### config.mk
export PLATFORM = sky130hd
export DESIGN_NAME = control_sequencer_flat
export DESIGN_NICKNAME = d
export VERILOG_FILES = /design/src/rtl/control_sequencer_if.sv /design/src/rtl/control_sequencer.sv /design/src/flat_wrapper.sv
export SDC_FILE = /design/constraint.sdc
export NUM_CORES = 1
export LEC_CHECK = 0
export CORE_ASPECT_RATIO = 1.75
export CORE_MARGIN = 10
export CORE_UTILIZATION = 30
export CTS_CLUSTER_DIAMETER = 50
export DETAILED_ROUTE_END_ITERATION = 6
export SKIP_CTS_REPAIR_TIMING = 1
export SLEW_MARGIN = 15
export SYNTH_ARGS = -nofsm -noshare
export SYNTH_HDL_FRONTEND = slang
export SYNTH_SLANG_ARGS = --single-unit
### constraint.sdc
create_clock -name clock -period 4.8 [get_ports clock]
set_clock_uncertainty 0.2 [all_clocks]
set_input_delay 0.96 -clock clock [delete_from_list [all_inputs] [get_ports clock]]
set_output_delay 0.96 -clock clock [all_outputs]
set_load 0.01 [all_outputs]
### src/rtl/control_sequencer_if.sv
// Control bus between the instruction sequencer and the register/ALU datapath.
// The master modport is the sequencer side; the slave modport is the datapath side.
interface control_sequencer_if;
    logic        run;
    logic [15:0] current_instruction;
    logic [15:0] zeroflag;
    logic [15:0] signflag;
    logic [15:0] errorbit;
    logic        vga_ready;

    logic [3:0]  alu_op;
    logic [15:0] alu_a_altern;
    logic [15:0] alu_b_altern;
    logic [3:0]  alu_a_select;
    logic [3:0]  alu_b_select;
    logic        alu_a_source;
    logic        alu_b_source;
    logic [3:0]  alu_out_select;
    logic [1:0]  alu_load_src;
    logic        alu_store_to_mem;
    logic        alu_store_to_stk;
    logic        program_counter_increment;
    logic [3:0]  vga_color_select;
    logic [3:0]  vga_coord_select;
    logic        vga_plot;
    logic        halted;
    logic        fault;

    modport master (
        input  run, current_instruction, zeroflag, signflag, errorbit, vga_ready,
        output alu_op, alu_a_altern, alu_b_altern, alu_a_select, alu_b_select,
               alu_a_source, alu_b_source, alu_out_select, alu_load_src,
               alu_store_to_mem, alu_store_to_stk, program_counter_increment,
               vga_color_select, vga_coord_select, vga_plot, halted, fault
    );

    modport slave (
        output run, current_instruction, zeroflag, signflag, errorbit, vga_ready,
        input  alu_op, alu_a_altern, alu_b_altern, alu_a_select, alu_b_select,
               alu_a_source, alu_b_source, alu_out_select, alu_load_src,
               alu_store_to_mem, alu_store_to_stk, program_counter_increment,
               vga_color_select, vga_coord_select, vga_plot, halted, fault
    );
endinterface

### src/rtl/control_sequencer.sv
// Fetch/decode/execute/writeback sequencer driving the datapath controls.
// Every control output is registered so it is stable across the datapath's negedge sample.
module control_sequencer #(
    parameter logic [3:0] OP_PASS_A = 4'hF,
    parameter logic [3:0] OP_ADD    = 4'h0
) (
    input  logic                 clock,
    input  logic                 resetn,
    control_sequencer_if.master  bus
);
    typedef enum logic [2:0] {
        S_IDLE, S_FETCH, S_DECODE, S_EXEC, S_MEMWAIT, S_PLOTWAIT, S_WB, S_HALT
    } state_t;

    localparam logic [3:0] I_LOADI = 4'h8, I_LOAD = 4'h9, I_STORE = 4'hA, I_PUSH = 4'hB,
                           I_BRZ   = 4'hC, I_BRN  = 4'hD, I_PLOT  = 4'hE, I_HALT = 4'hF;

    state_t      r_state;
    logic [3:0]  r_op, r_d;
    logic        r_taken;
    logic [3:0]  r_alu_op, r_a_sel, r_b_sel, r_out_sel, r_vga_color, r_vga_coord;
    logic [15:0] r_a_alt;
    logic        r_a_src, r_b_src;
    logic [1:0]  r_load_src;
    logic        r_st_mem, r_st_stk, r_pc_inc, r_plot, r_halted, r_fault;

    logic [3:0]  w_fop, w_fd, w_fa, w_fb;
    assign w_fop = bus.current_instruction[15:12];
    assign w_fd  = bus.current_instruction[11:8];
    assign w_fa  = bus.current_instruction[7:4];
    assign w_fb  = bus.current_instruction[3:0];

    always_ff @(posedge clock) begin
        if (!resetn) begin
            r_state     <= S_IDLE;
            r_op        <= '0;
            r_d         <= '0;
            r_taken     <= 1'b0;
            r_alu_op    <= '0;
            r_a_sel     <= '0;
            r_b_sel     <= '0;
            r_out_sel   <= '0;
            r_vga_color <= '0;
            r_vga_coord <= '0;
            r_a_alt     <= '0;
            r_a_src     <= 1'b0;
            r_b_src     <= 1'b0;
            r_load_src  <= 2'b00;
            r_st_mem    <= 1'b0;
            r_st_stk    <= 1'b0;
            r_pc_inc    <= 1'b0;
            r_plot      <= 1'b0;
            r_halted    <= 1'b0;
            r_fault     <= 1'b0;
        end else begin
            case (r_state)
                S_IDLE: if (bus.run) r_state <= S_FETCH;
                S_FETCH: begin
                    // Decode straight from the bus so selects are already valid during DECODE.
                    r_op        <= w_fop;
                    r_d         <= w_fd;
                    r_taken     <= 1'b0;
                    r_alu_op    <= OP_PASS_A;
                    r_a_sel     <= w_fa;
                    r_b_sel     <= w_fb;
                    r_out_sel   <= w_fd;
                    r_a_alt     <= '0;
                    r_a_src     <= 1'b0;
                    r_b_src     <= 1'b0;
                    r_vga_color <= '0;
                    r_vga_coord <= '0;
                    case (w_fop)
                        I_LOADI: begin
                            r_a_alt <= {8'h00, bus.current_instruction[7:0]};
                            r_a_src <= 1'b1;
                        end
                        I_LOAD, I_STORE, I_PUSH: begin
                            r_alu_op <= OP_ADD;
                            r_b_src  <= 1'b1;
                        end
                        I_BRZ, I_BRN: r_out_sel <= 4'h0;
                        I_PLOT: begin
                            r_vga_color <= w_fd;
                            r_vga_coord <= w_fa;
                        end
                        I_HALT: ;
                        default: r_alu_op <= {1'b0, w_fop[2:0]};
                    endcase
                    r_state <= S_DECODE;
                end
                S_DECODE: begin
                    case (r_op)
                        I_LOAD:  r_load_src <= 2'b10;
                        I_STORE: r_st_mem   <= 1'b1;
                        I_PUSH:  r_st_stk   <= 1'b1;
                        I_BRZ: if (bus.zeroflag[r_d]) begin
                            r_load_src <= 2'b01;
                            r_taken    <= 1'b1;
                        end
                        I_BRN: if (bus.signflag[r_d]) begin
                            r_load_src <= 2'b01;
                            r_taken    <= 1'b1;
                        end
                        I_PLOT, I_HALT: ;
                        default: r_load_src <= 2'b01;
                    endcase
                    r_state <= S_EXEC;
                end
                S_EXEC: begin
                    r_st_mem <= 1'b0;
                    r_st_stk <= 1'b0;
                    case (r_op)
                        I_LOAD: r_state <= S_MEMWAIT;
                        I_PLOT: begin
                            r_plot  <= 1'b1;
                            r_state <= S_PLOTWAIT;
                        end
                        I_HALT: begin
                            r_load_src <= 2'b00;
                            r_halted   <= 1'b1;
                            r_state    <= S_HALT;
                        end
                        default: begin
                            r_load_src <= 2'b00;
                            r_pc_inc   <= !r_taken;
                            r_state    <= S_WB;
                        end
                    endcase
                end
                S_MEMWAIT: begin
                    r_load_src <= 2'b00;
                    r_pc_inc   <= 1'b1;
                    r_state    <= S_WB;
                end
                S_PLOTWAIT: if (bus.vga_ready) begin
                    r_plot   <= 1'b0;
                    r_pc_inc <= 1'b1;
                    r_state  <= S_WB;
                end
                S_WB: begin
                    r_pc_inc <= 1'b0;
                    if (!r_op[3] && bus.errorbit[r_d]) begin
                        r_halted <= 1'b1;
                        r_fault  <= 1'b1;
                        r_state  <= S_HALT;
                    end else begin
                        r_state <= bus.run ? S_FETCH : S_IDLE;
                    end
                end
                S_HALT: ;
                default: r_state <= S_IDLE;
            endcase
        end
    end

    assign bus.alu_op                    = r_alu_op;
    assign bus.alu_a_altern              = r_a_alt;
    assign bus.alu_b_altern              = 16'h0000;
    assign bus.alu_a_select              = r_a_sel;
    assign bus.alu_b_select              = r_b_sel;
    assign bus.alu_a_source              = r_a_src;
    assign bus.alu_b_source              = r_b_src;
    assign bus.alu_out_select            = r_out_sel;
    assign bus.alu_load_src              = r_load_src;
    assign bus.alu_store_to_mem          = r_st_mem;
    assign bus.alu_store_to_stk          = r_st_stk;
    assign bus.program_counter_increment = r_pc_inc;
    assign bus.vga_color_select          = r_vga_color;
    assign bus.vga_coord_select          = r_vga_coord;
    assign bus.vga_plot                  = r_plot;
    assign bus.halted                    = r_halted;
    assign bus.fault                     = r_fault;
endmodule

### src/flat_wrapper.sv
// flat-port wrapper written by rule: the top's interface ports become plain ports
module control_sequencer_flat 
#(
    parameter logic [3:0] OP_PASS_A = 4'hF,
    parameter logic [3:0] OP_ADD    = 4'h0
)
  (clock, resetn, bus_run, bus_current_instruction, bus_zeroflag, bus_signflag, bus_errorbit, bus_vga_ready, bus_alu_op, bus_alu_a_altern, bus_alu_b_altern, bus_alu_a_select, bus_alu_b_select, bus_alu_a_source, bus_alu_b_source, bus_alu_out_select, bus_alu_load_src, bus_alu_store_to_mem, bus_alu_store_to_stk, bus_program_counter_increment, bus_vga_color_select, bus_vga_coord_select, bus_vga_plot, bus_halted, bus_fault);
  control_sequencer_if bus_i ();
  input  logic clock;
  input  logic resetn;
  input wire logic [$bits(bus_i.run)-1:0] bus_run;
  input wire logic [$bits(bus_i.current_instruction)-1:0] bus_current_instruction;
  input wire logic [$bits(bus_i.zeroflag)-1:0] bus_zeroflag;
  input wire logic [$bits(bus_i.signflag)-1:0] bus_signflag;
  input wire logic [$bits(bus_i.errorbit)-1:0] bus_errorbit;
  input wire logic [$bits(bus_i.vga_ready)-1:0] bus_vga_ready;
  output wire logic [$bits(bus_i.alu_op)-1:0] bus_alu_op;
  output wire logic [$bits(bus_i.alu_a_altern)-1:0] bus_alu_a_altern;
  output wire logic [$bits(bus_i.alu_b_altern)-1:0] bus_alu_b_altern;
  output wire logic [$bits(bus_i.alu_a_select)-1:0] bus_alu_a_select;
  output wire logic [$bits(bus_i.alu_b_select)-1:0] bus_alu_b_select;
  output wire logic [$bits(bus_i.alu_a_source)-1:0] bus_alu_a_source;
  output wire logic [$bits(bus_i.alu_b_source)-1:0] bus_alu_b_source;
  output wire logic [$bits(bus_i.alu_out_select)-1:0] bus_alu_out_select;
  output wire logic [$bits(bus_i.alu_load_src)-1:0] bus_alu_load_src;
  output wire logic [$bits(bus_i.alu_store_to_mem)-1:0] bus_alu_store_to_mem;
  output wire logic [$bits(bus_i.alu_store_to_stk)-1:0] bus_alu_store_to_stk;
  output wire logic [$bits(bus_i.program_counter_increment)-1:0] bus_program_counter_increment;
  output wire logic [$bits(bus_i.vga_color_select)-1:0] bus_vga_color_select;
  output wire logic [$bits(bus_i.vga_coord_select)-1:0] bus_vga_coord_select;
  output wire logic [$bits(bus_i.vga_plot)-1:0] bus_vga_plot;
  output wire logic [$bits(bus_i.halted)-1:0] bus_halted;
  output wire logic [$bits(bus_i.fault)-1:0] bus_fault;
  assign bus_i.run = bus_run;
  assign bus_i.current_instruction = bus_current_instruction;
  assign bus_i.zeroflag = bus_zeroflag;
  assign bus_i.signflag = bus_signflag;
  assign bus_i.errorbit = bus_errorbit;
  assign bus_i.vga_ready = bus_vga_ready;
  assign bus_alu_op = bus_i.alu_op;
  assign bus_alu_a_altern = bus_i.alu_a_altern;
  assign bus_alu_b_altern = bus_i.alu_b_altern;
  assign bus_alu_a_select = bus_i.alu_a_select;
  assign bus_alu_b_select = bus_i.alu_b_select;
  assign bus_alu_a_source = bus_i.alu_a_source;
  assign bus_alu_b_source = bus_i.alu_b_source;
  assign bus_alu_out_select = bus_i.alu_out_select;
  assign bus_alu_load_src = bus_i.alu_load_src;
  assign bus_alu_store_to_mem = bus_i.alu_store_to_mem;
  assign bus_alu_store_to_stk = bus_i.alu_store_to_stk;
  assign bus_program_counter_increment = bus_i.program_counter_increment;
  assign bus_vga_color_select = bus_i.vga_color_select;
  assign bus_vga_coord_select = bus_i.vga_coord_select;
  assign bus_vga_plot = bus_i.vga_plot;
  assign bus_halted = bus_i.halted;
  assign bus_fault = bus_i.fault;
  control_sequencer #(.OP_PASS_A(OP_PASS_A), .OP_ADD(OP_ADD)) u_core (.clock(clock), .resetn(resetn), .bus(bus_i));
endmodule
==> impl_results.md, run 1 <==
- Cell Chain, Critical Path: clkdlybuf4s50_1 > mux4_1 > a2bb2oi_1 > a211oi_1 > a22oi_1 > o211ai_2 > mux2i_1
- Min-Delay Path Class: reg -> reg
- CP max FO: 2
- CTS tree: built
- Status: completed
- Routed len/inst: around 17 um
- P_leak: about 0.0014 uW
- DRT antenna net count: 0
- Power per cell area: between 300 and 400 nW/um^2
- Synth Cell Area: 2820 sq um
- Port buffer count: 109
- Worst path arrival time: 2.79 ns
- CP startpoint kind: input port
- Area growth syn-to-layout: 44.4%
- Antenna diodes: 0
- Crit. End Element: flip-flop
- Final #Nets: 484
- Max clock buf depth: 2
- Final Critical Period: 2.77 ns
- Syn avg cell area: 8.84 sq um
- Vias after detailed routing: 2,589
- Worst Hold Launch: u_core.bus.alu_op[1]
- Core area: roughly 9000 sq um
- Vias in the first global route: 2,653
- Routability cong.: around 0.8
- Worst path depth: 7
- Setup tns final: 0 ns
- Die area: between 10,000 and 15,000 sq um
- Crit Path Category: in -> reg
- DRT iter0 DRCs: 83
- Die X: ~93 um
- Slowest stage delay, CP: 0.50 ns
- I/O pins: between 100 and 150
- Worst vdd rail ir drop: around 0.21 mV
- DR DRC count: 0
- CP startpoint: bus_zeroflag[3]
- CTS clk-pin slew, worst paths: 0.07 ns
- Final setup violation count: 0
- Fmax: around 360 MHz
- Total track usage: between 10% and 20%
- Hold Fails Final Rpt: 0
- Largest net degree at the start of global routing: 53
- Via-to-Cell Ratio: ~4.8
- Reg2Reg Depth: 6
- Gr ovfl total: 0
- Yosys cell types: 40
- Initial Utilization: around 31%
- Flop2flop setup slack: 2.19 ns
- Layout cell share with drive strength beyond 1: around 5.3%
- Layout Cells excl Fill: between 500 and 600
- Synthesized instance count: roughly 320
- Initial antenna violation count: 0
- Total iterations of the first detailed-routing run: 5
- First-pass GRT wire length: about 14,000 um
- Worst Path Buf+Inv: 1
- MaxCap Viol Count: 0
- R2r startpoint: u_core.r_state[0]
- Die H: ~150 um
- Required @ worst endpoint: 4.83 ns
- RSZ-0062 raised after global routing: no
- H-Tree Level Count: 2
- Routed WL: a little over 9000 um
- Worst-Skew Late Latency: around 0.29 ns
- Post-DP HPWL: 7160 um
- Slew HR: 48.7%
- Root buffer cell: clkbuf_16
- TritonCTS Sinks: 54
- CP max-delay cell: mux4_1
- Total CTS buffers: 5
- Actual slew at the worst max-slew pin: 0.767 ns
- Sequential fraction of the synthesis area: between 30% and 40%
- Placement Rows: 46
- Final Max Tran Viols: 0
- Cell family with most CP delay: compound AO/OA/AOI/OAI gates
- Hold Crit Depth: 2
- FILL cells: roughly 920
- Final period util: 57.7%
- FF+latch count, synth: 54
- YS warnings: 0
- Cells after DPL: around 530
==> cells by family (layout without fill, tap and decap cells) <==
logic type | Yosys count | count (layout) | synth area share (%)
AOI/OAI and AO/OA | 83 | 83 | 20.6
buffers and inverters | 51 | 126 | 10.2
DFF | 54 | 54 | 38.3
muxes | 18 | 18 | 11.2
other | 1 | 24 | 0.133
and+or+nand+nor | 112 | 112 | 19.5
==> cell usage in the layout, fill, tap and decap left out, types with 3 or more instances in the layout <==
cell and count:
a211oi_1 3, a21boi_0 21, a21oi_1 12, a22oi_1 21, a31oi_1 5, buf_4 3
clkbuf_16 5, clkdlybuf4s50_1 109, conb_1 24, dfxtp_1 54, inv_1 6, mux2i_1 8
mux4_1 3, mux4_2 7, nand2_1 52, nand2b_1 4, nor2_1 16, nor2b_1 26
o21ai_0 8
==> worst paths after layout <==
check                                         to
hold reg to reg             u_core.bus.alu_op[1]
hold / removal              u_core.bus.alu_op[1]
setup reg to reg  u_core.bus.vga_coord_select[0]
setup / recovery      u_core.bus.alu_load_src[0]
==> through the flow <==
stage               area [sq um]  setup slack (ns)  power, uW  util, %  hold WS, ns
floorplan                   2910              2.24        837        -        0.236
global placement            3910              1.76       1010     42.7        0.245
detailed placement          3910              1.72       1020     42.7        0.251
CTS                         4080              2.02       1430     44.5        0.261
global route                4080              1.90       1500     44.5        0.288
finish                      4080              2.03       1410     44.5        0.258
==> cells in the mapped netlist (all sizes together) <==
cell     instances  share of area (%)
a211o            1               0.31
a211oi           3               0.80
a21boi          21                5.6
a21oi           12                2.1
a221oi           1               0.31
a22oi           21                5.6
a2bb2oi          2               0.62
a311oi           1               0.31
a31o             1               0.31
a31oi            5                1.1
and2             2               0.44
and3             1               0.22
buf             28                7.2
clkbuf          17                2.3
conb             1               0.13
dfxtp           54                 38
inv              6               0.80
mux2i            8                2.8
mux4            10                8.4
nand2           52                6.9
nand2b           4               0.89
nand3            2               0.35
nand3b           2               0.53
nand4            1               0.22
nand4b           1               0.31
nor2            16                2.1
nor2b           26                5.8
nor3             1               0.18
nor4             1               0.75
nor4bb           1               0.35
o211ai           3               0.98
o21a             1               0.27
o21ai            8                1.4
o21bai           1               0.27
o31ai            1               0.27
o41ai            1               0.31
or3              2               0.44
==> cell type report <==
type	instances	area (sq um)	share of cell area [%]
Multi-Input combinational cell	237	1540	37.9
Tap cell	120	150	3.68
Inverter	6	22.5	0.553
Timing Repair Buffer	112	1110	27.3
Clock inverter	3	40.0	0.982
Sequential cell	54	1080	26.5
Clock buffer	5	125	3.07
==> where the power goes <==
group	total [uW]	switching (uW)	internal, uW
Sequential	569	70.7	498
Clock	410	166	244
Combinational	434	213	222
==> state kept, by name, indices dropped and copies added (netlist names) <==
name                                  count
u_core.bus.alu_a_altern                   8
u_core.bus.alu_a_select                   4
u_core.bus.alu_b_select                   4
u_core.bus.alu_op                         4
u_core.bus.alu_out_select                 4
u_core.bus.vga_color_select               4
u_core.bus.vga_coord_select               4
u_core.r_d                                4
u_core.r_op                               4
u_core.r_state                            3
u_core.bus.alu_load_src                   2
u_core.bus.alu_a_source                   1
u_core.bus.alu_b_source                   1
u_core.bus.alu_store_to_mem               1
u_core.bus.alu_store_to_stk               1
u_core.bus.fault                          1
u_core.bus.halted                         1
u_core.bus.program_counter_increment      1
u_core.bus.vga_plot                       1
u_core.r_taken                            1
==> metal layers <==
layer	GRT usage, %	part of all wire [%]	vias to the layer above
met2	23.7	54	96
li1	-	-	1266
met1	13.6	36	1214
met5	0	0	-
met4	5.66	2.6	0
met3	3.38	7.8	13
==> worst register-to-register path, delay by kind of cell, from the launching register on <==
family                 cells  cell delay (ns)
AOI/OAI and AO/OA          1             0.14
buffers and inverters      2             0.54
DFF                        1             0.55
and+or+nand+nor            3             1.13
Note: power is estimated with default switching activity, not from simulation.
==> run 2, diff against run 1 <==
==> constraint.sdc (replaced) <==
create_clock -name clock -period 2.5 [get_ports clock]
set_clock_uncertainty 0.2 [all_clocks]
set_input_delay 0.5 -clock clock [delete_from_list [all_inputs] [get_ports clock]]
set_output_delay 0.5 -clock clock [all_outputs]
set_load 0.01 [all_outputs]
==> run 2 against run 1 <==
Die area unchanged; register-to-register slack worse by 1.9 ns; wire length decreased by 1.0%; count of clock-buffer cells in the layout is 1 higher; critical endpoint unchanged; non-clock buffer count rose by 11; first-iteration DRC count shrank 24%; critical path type unchanged; hold slack got worse by 0.0063 ns; final area increased by 2.1%.
==> impl_results.md, run 2 (synthesized netlist as in run 1, its figures left out) <==
- Post-DP HPWL: between 7000 and 8000 um
- Sw power: 848 uW
- Final period util: 93.8%
- Root buffer cell: clkbuf_16
- Status: completed
- Vias in the first global route: ~2,700
- Commonest non-fill, non-tap cell in the layout: clkdlybuf4s50_1
- DRT iter0 DRCs: 63
- Required @ worst endpoint: 2.52 ns
- Slowest stage delay, CP: around 0.5 ns
- Share of power burned in combinational logic: between 30% and 40%
- CP startpoint kind: input port
- Sequential power share: about two fifths
- Commonest cells after routing, fill and taps aside: clkdlybuf4s50_1 (109), dfxtp_1 (54), nand2_1 (52)
- Die area: 13,800 sq um
- DRT antenna net count: 0
- Power per cell area: around 660 nW/um^2
- Flop2flop setup slack: between 0.2 and 0.3 ns
- Placement Rows: 46
- I/O pins: about 130
- Layout Cells excl Fill: 548
- Largest net degree at the start of global routing: 43
- Min-Delay Path Class: reg -> reg
- Port buffer count: 109
- Vias after detailed routing: roughly 2,600
- RSZ-0062 raised after global routing: no
- Clock power share: about 28%
- Max reg flops: 8
- Crit. End Element: flip-flop
- Final #Nets: just under 500
- Gr ovfl total: 0
- First-pass GRT wire length: around 14,000 um
- Total iterations of the first detailed-routing run: 4
- Post-layout total power: around 2700 uW
- Cell Chain, Critical Path: clkdlybuf4s50_1 > mux4_1 > a2bb2oi_1 > a211oi_1 > a22oi_1 > o211ai_2 > mux2i_1
- Routed len/inst: approximately 17 um
- Slew HR: about three fifths
- MaxCap Viol Count: 0
- Worst vdd rail ir drop: approximately 0.38 mV
- P_int: around 1900 uW
- P_leak: 0.00147 uW
- Worst-Skew Late Latency: 0.29 ns
- Via-to-Cell Ratio: around 4.8
- Final core occ: between 40% and 50%
- Total CTS buffers: 5
- Worst path arrival time: between 2 and 2.5 ns
- Die X: roughly 93 um
- Max clock buf depth: 2
- Initial Utilization: 30.8%
- Die H: roughly 150 um
- Initial antenna violation count: 0
- Routed WL: just over 9000 um
- CP max-delay cell: mux4_1
- Final Max Tran Viols: 0
- Layout cell share with drive strength beyond 1: approximately 7.5%
- Final setup violation count: 0
- Crit Path Category: in -> reg
- Worst Setup Slack, final: between 0.15 and 0.2 ns
- CTS clk-pin slew, worst paths: around 0.07 ns
- CP max FO: 2
- Hold Fails Final Rpt: 0
- Total track usage: between 10% and 20%
- Antenna diodes: 0
- Fmax: between 400 and 500 MHz
- TritonCTS Sinks: 54
- Setup tns final: 0 ns
- Core area: ~9200 sq um
- Routability cong.: 0.834
- CTS tree: built
- Actual slew at the worst max-slew pin: roughly 0.57 ns
- H-Tree Level Count: 2
- Sw frac: roughly 31%
- DR DRC count: 0
- Cells after DPL: 540
- Final Critical Period: ~2.3 ns
- Place WS: -0.149 ns
- Area growth syn-to-layout: 47.4%
[run 2: changes by cell type in the layout (fill, tap and decap cells not counted)]
cell / before / now
buf_4: 3 / 14
clkinv_2: 2 / 0
clkinvlp_4: 0 / 1
clkbuf_1: 0 / 1
[run 2: power groups by stage]
| stage | Combinational [uW] | Clock [uW] | Sequential (uW) |
|---|---|---|---|
| after floorplan | 548 | 0 | 1060 |
| after global placement | 909 | 0 | 1080 |
| after global routing | 1000 | 839 | 1080 |
| final | 906 | 773 | 1060 |
| after detailed placement | 916 | 0 | 1080 |
| after CTS | 921 | 801 | 1060 |
[run 2: routing by layer]
layer	GRT usage [%]	wire length (um)
met2	24.7	4890
met4	5.27	221
met3	3.58	666
met5	0	0
met1	12.3	3290
[run 2: area by class of cell]
cell class / instances / area, sq um
tap: 120 / 150
sequential: 54 / 1080
fill: 926 / 4990
multi-input combinational: 237 / 1540
clock buffer: 6 / 129
inverter: 6 / 22.5
clock inverter: 2 / 37.5
timing repair buffer: 123 / 1200
[run 2: path summary, 6_finish.rpt]
kind | start | endpoint | cells past startpoint
min | u_core.bus.alu_op[1] | u_core.bus.alu_op[1] | 2
max reg2reg | u_core.r_d[2] | u_core.bus.alu_load_src[0] | 7
min reg2reg | u_core.bus.alu_op[1] | u_core.bus.alu_op[1] | 2
max | bus_signflag[3] | u_core.bus.alu_load_src[0] | 7
[run 2: per-stage QoR]
stage                     hold WS [ns]  cell area [sq um]
after floorplan                  0.236               2910
after global placement           0.246               3990
after detailed placement         0.251               3990
after CTS                        0.261               4160
after global routing             0.280               4160
final                            0.252               4160
[run 2: worst max-delay path, delay by kind of cell]
kind / cells / cell delay [ns]
compound gates: 4 / 0.76
mux: 2 / 0.71
buf+inv: 1 / 0.39
==> RTL change 1 (config.mk and constraints of run 2) <==
The 8 states of `state_t` get a one-hot encoding in 8 bits.
--- a/src/rtl/control_sequencer.sv
+++ b/src/rtl/control_sequencer.sv
@@ -8,8 +8,8 @@
     input  logic                 resetn,
     control_sequencer_if.master  bus
 );
-    typedef enum logic [2:0] {
-        S_IDLE, S_FETCH, S_DECODE, S_EXEC, S_MEMWAIT, S_PLOTWAIT, S_WB, S_HALT
+    typedef enum logic [7:0] {
+        S_IDLE = 8'b00000001, S_FETCH = 8'b00000010, S_DECODE = 8'b00000100, S_EXEC = 8'b00001000, S_MEMWAIT = 8'b00010000, S_PLOTWAIT = 8'b00100000, S_WB = 8'b01000000, S_HALT = 8'b10000000
     } state_t;
 
     localparam logic [3:0] I_LOADI = 4'h8, I_LOAD = 4'h9, I_STORE = 4'hA, I_PUSH = 4'hB,
Check against the original RTL: same outputs for any inputs over 10 cycles, from zero or initial values and one cycle with resetn low; not proved beyond that.
==> RTL change 1 against run 2 <==
Cell count is 15% higher; worst setup slack got worse by 12 ps; sequential cell count up 5; routed wire length up 14%; global-route usage is 0.44 points higher; critical endpoint is now u_core.r_state[7]; combinational power is 39% lower; cell area increased by 13%; total power grew 1.8%; area after synthesis grew 15%; highest routed layer unchanged; largest cell class unchanged.
==> RTL change 1: results (changes against run 2) <==
metric,value,unit,change
cts_buffers,9,,+4
worst_slew_pin_tran,581,ps,+8.45 ps
grt_pass1_wl,16600,µm,+17%
first_global_vias,3289,,+21%
groute.usage.overall,13.4,%,+0.44 points
first_iter_violations,98,,+56%
netlist-cell-type-count,53,,+33%
drt-wirelength-per-cell,16.4,µm,-0.70%
synth.cells.most_frequent,"nand2_1 (72), dfxtp_1 (59), a21boi_0 (39)",,
grt_start_max_net_pins,41,,-4.7%
clock_transition_at_the_register_clock_pins_on_the_worst_setup_and_hold_paths_after_cts,50,ps,-20 ps
crit_path_max_fanout,3,,+1
synth_top_cells_by_area,"dfxtp_1 (37%), a21boi_0 (9.1%), nand2_1 (8.4%)",,
run_status,finished clean,,
layout.cells.non_filler,629,,+15%
worst_path_max_delay_cell,mux4_2,,
cell_count_after_placement,613,,+14%
synth_cells,386,,+21%
ir_worst_vdd,0.380,mV,-0.93%
power_leakage,1.65,nW,+12%
worst_skew_pair.late_latency,330,ps,+40 ps
cts_htree_levels,3,,+1
via_count,3035,,+16%
share_of_layout_cells_above_drive_strength_1,7.82,%,+0.34 points
place.gp.congestion,0.893,,+7.0%
place.detailed.hpwl,8210,µm,+11%
cell_internal_power,2.06,mW,+8.8%
synth_seq_area_share,36.6,%,-1.8 points
n_fill_cell,1074,,+16%
[RTL change 1: area by class of cell]
cell class / count / share of cell area, %
Timing Repair Buffer: 122 / 25.9
Tap cell: 130 / 3.46
Clock inverter: 5 / 1.12
Sequential cell: 59 / 25.2
Clock buffer: 11 / 5.17
Inverter: 5 / 0.400
Multi-Input combinational cell: 297 / 38.8
[RTL change 1: cell families after synthesis]
logic type,Yosys count,share of synthesized area [%]
flops,59,36.6
xor+xnor,2,0.542
simple gates,166,24.8
mux,25,10.0
buf+inv,53,9.68
compound gates,80,18.2
other cells,1,0.116
[RTL change 1: worst paths after layout]
check        cells after the start                        from                          to  slack (ps)
max reg2reg                      6               u_core.r_d[0]           u_core.r_state[7]         190
max                              7             bus_errorbit[6]           u_core.r_state[7]         140
min reg2reg                      2  u_core.bus.alu_a_altern[0]  u_core.bus.alu_a_altern[0]         260
min                              2  u_core.bus.alu_a_altern[0]  u_core.bus.alu_a_altern[0]         260
[RTL change 1: worst max-delay path: cells and delay by family]
family                 cells  cell delay, ps
muxes                      2            1000
buffers and inverters      1             420
and+or+nand+nor            2             170
AOI/OAI and AO/OA          2             280
[RTL change 1: routing by layer]
layer  vias to the layer above  wire [µm]  GRT usage [%]
met3                        29        859           5.36
met4                         0        450           8.36
met2                       108       5380           23.8
met5                         -          0              0
met1                      1384       3640           12.3
li1                       1514          -              -
[RTL change 1: power by group through the flow]
stage	Combinational [mW]	Clock [mW]	Sequential [mW]
after global routing	0.604	1.29	1.04
after detailed placement	0.553	0	1.05
after global placement	0.544	0	1.05
after CTS	0.554	1.24	1.03
after floorplan	0.327	0	1.04
final	0.549	1.21	1.03
[RTL change 1: per-stage QoR]
step | setup slack [ps] | total power, mW | utilization (%) | cell area, µm²
finish | 143 | 2.79 | 44.1 | 4690
global route | 66.3 | 2.93 | 44.1 | 4690
CTS | 166 | 2.83 | 44.1 | 4690
global placement | -126 | 1.59 | 41.4 | 4400
detailed placement | -182 | 1.60 | 41.4 | 4400
floorplan | 365 | 1.37 | - | 3320
==> RTL change 2 (flow settings as in run 2) <==
Made on the original files. Make the reset (`resetn`) asynchronous in one clocked block.
--- a/src/rtl/control_sequencer.sv
+++ b/src/rtl/control_sequencer.sv
@@ -30,7 +30,7 @@
     assign w_fa  = bus.current_instruction[7:4];
     assign w_fb  = bus.current_instruction[3:0];
 
-    always_ff @(posedge clock) begin
+    always_ff @(posedge clock or negedge resetn) begin
         if (!resetn) begin
             r_state     <= S_IDLE;
             r_op        <= '0;
Behaviour: differs if resetn is asserted again (counterexample within 4 cycles, from zero or initial values and one cycle with resetn low); with resetn held inactive, the same outputs for 10 cycles.
==> RTL change 2 against run 2 <==
The flow now finishes with violations (negative hold slack); routed wire length down 5.6%; worst setup slack better by 180 ps; global-route usage is 0.88 points lower; synthesized cell count decreased by 24%; non-clock buffer count decreased by 2; area after synthesis rose by 1.7%; sequential cell count is the same; cell area up 0.48%; critical endpoint is now u_core.r_state[1]; largest cell class is now registers; highest routed layer unchanged.
Power is not compared: it rests on default switching activity, and its combinational part moved more than twofold at a synthesized area within 25%.
==> RTL change 2: results (changes against run 2) <==
metric,value,unit,change
n_fill_cell,930,,+0.43%
worst_skew_pair.late_latency,290,ps,about the same
synth_compound_area_share,14.5,%,-6.1 points
first_global_vias,2435,,-11%
hold_class,primary input to async pin,,
run_status,"finished, violations left",,
cts_htree_levels,2,,unchanged
drt-wirelength-per-cell,18.0,µm,+8.7%
share_of_layout_cells_above_drive_strength_1,14.1,%,+6.6 points
detailroute.wirelength.met3,710,µm,+6.6%
fin_nets,421,,-15%
buffers_from_clock_root_to_sink_at_most,2,,unchanged
worst_path_max_delay_cell,mux4_1,,
hold_violations,21,,+21
routed.top_layer,met4,,
power_leakage,1.78,nW,
violations,negative hold slack,,
first_iter_violations,69,,+9.5%
worst_hold_slack,-12.1,ps,-264 ps
antenna_found_initial,0,,unchanged
grt_pass1_wl,13300,µm,-5.8%
mux_cell_area_share_after_synthesis,18.9,%,+7.7 points
routedLengthMet1,2970,µm,-9.5%
place.detailed.hpwl,6930,µm,-6.4%
globalRouteMet3Util,4.03,%,+0.45 points
crit_path_max_fanout,6,,+4
worst_slew_pin_tran,531,ps,-41.7 ps
post_synth_xor_area_fraction,0,%,unchanged
wl_met2,4760,µm,-2.8%
synth_seq_area_share,47.1,%,+8.8 points
worst_path_largest_cell_delay,610,ps,+110 ps
place.gp.congestion,0.784,,-6.0%
groute.usage.overall,12.0,%,-0.88 points
mean_cell_area_of_the_mapped_netlist,11.9,µm²,+35%
critical_path_data_arrival_time,2130,ps,-240 ps
grt.met1_usage,12.2,%,-0.10 points
yosys.area_share.adder,0,%,unchanged
post_drt_via_cell_ratio,4.78,,+0.20%
firstDrtPassIters,4,,unchanged
synth.cells.most_frequent,"dfrtp_1 (54), buf_4 (24), a22o_1 (22)",,
netlist-cell-type-count,43,,+7.5%
ir_worst_vdd,0.492,mV,
grt_start_max_net_pins,34,,-21%
globalRouteMet2Util,22.3,%,-2.4 points
synth_top_cells_by_area,"dfrtp_1 (47%), a22o_1 (6.7%), mux2_2 (6.7%)",,
cpLargestDelayFamily,multiplexers,,
asyncSetResetFlopFracSynth,100,%,+100 points
==> RTL change 2: cell count changes after synthesis, moves of 9 or more <==
cell,delta
dfrtp_1,+54
a21boi_0,-21
nor2b_1,-25
a22oi_1,-21
nand2_1,-38
a22o_1,+22
clkbuf_1,-9
dfxtp_1,-54
mux2_2,+17
a21oi_1,-9
==> RTL change 2: layout make-up <==
cell class / instances / area (µm²) / share of cell area [%]
Multi-Input combinational cell: 168 / 1330 / 31.8
Timing Repair Buffer: 121 / 1190 / 28.4
Inverter: 3 / 11.3 / 0.269
Sequential cell: 54 / 1350 / 32.3
Tap cell: 122 / 153 / 3.65
Clock buffer: 7 / 143 / 3.41
Clock inverter: 1 / 5.00 / 0.120
==> RTL change 2: worst paths after layout <==
path,start,end,slack (ps),depth (start not counted)
max,u_core.r_d[0],u_core.r_state[1],330,6
min,resetn,u_core.bus.alu_load_src[0],-10,1
max reg2reg,u_core.r_d[0],u_core.r_state[1],330,6
min reg2reg,u_core.bus.halted,u_core.bus.halted,270,2
max in group asynchronous,resetn,u_core.bus.vga_coord_select[0],1550,2
min in group clock,u_core.bus.halted,u_core.bus.halted,270,2
==> RTL change 2: cells by family after synthesis <==
logic type | after synthesis
DFF | 54
buffers and inverters | 42
other | 1
muxes | 39
and+or+nand+nor | 48
AOI/OAI and AO/OA | 57
==> RTL change 2: where the power goes <==
part	switching [mW]	leakage, nW	internal, mW
clock	0.301	0.0739	0.398
combinational	0.823	1.04	1.15
sequential	0.324	0.674	1.21
==> RTL change 2: through the flow <==
step	area (µm²)	util, %	setup slack (ps)	instances	hold slack, ps
after floorplan	2960	-	502	264	4.41
after global placement	4030	42.8	57.4	468	256
after detailed placement	4030	42.8	40.6	468	266
after CTS	4180	44.4	271	476	-0.148
after global routing	4180	44.4	131	476	18.2
final	4180	44.4	331	476	-12.1
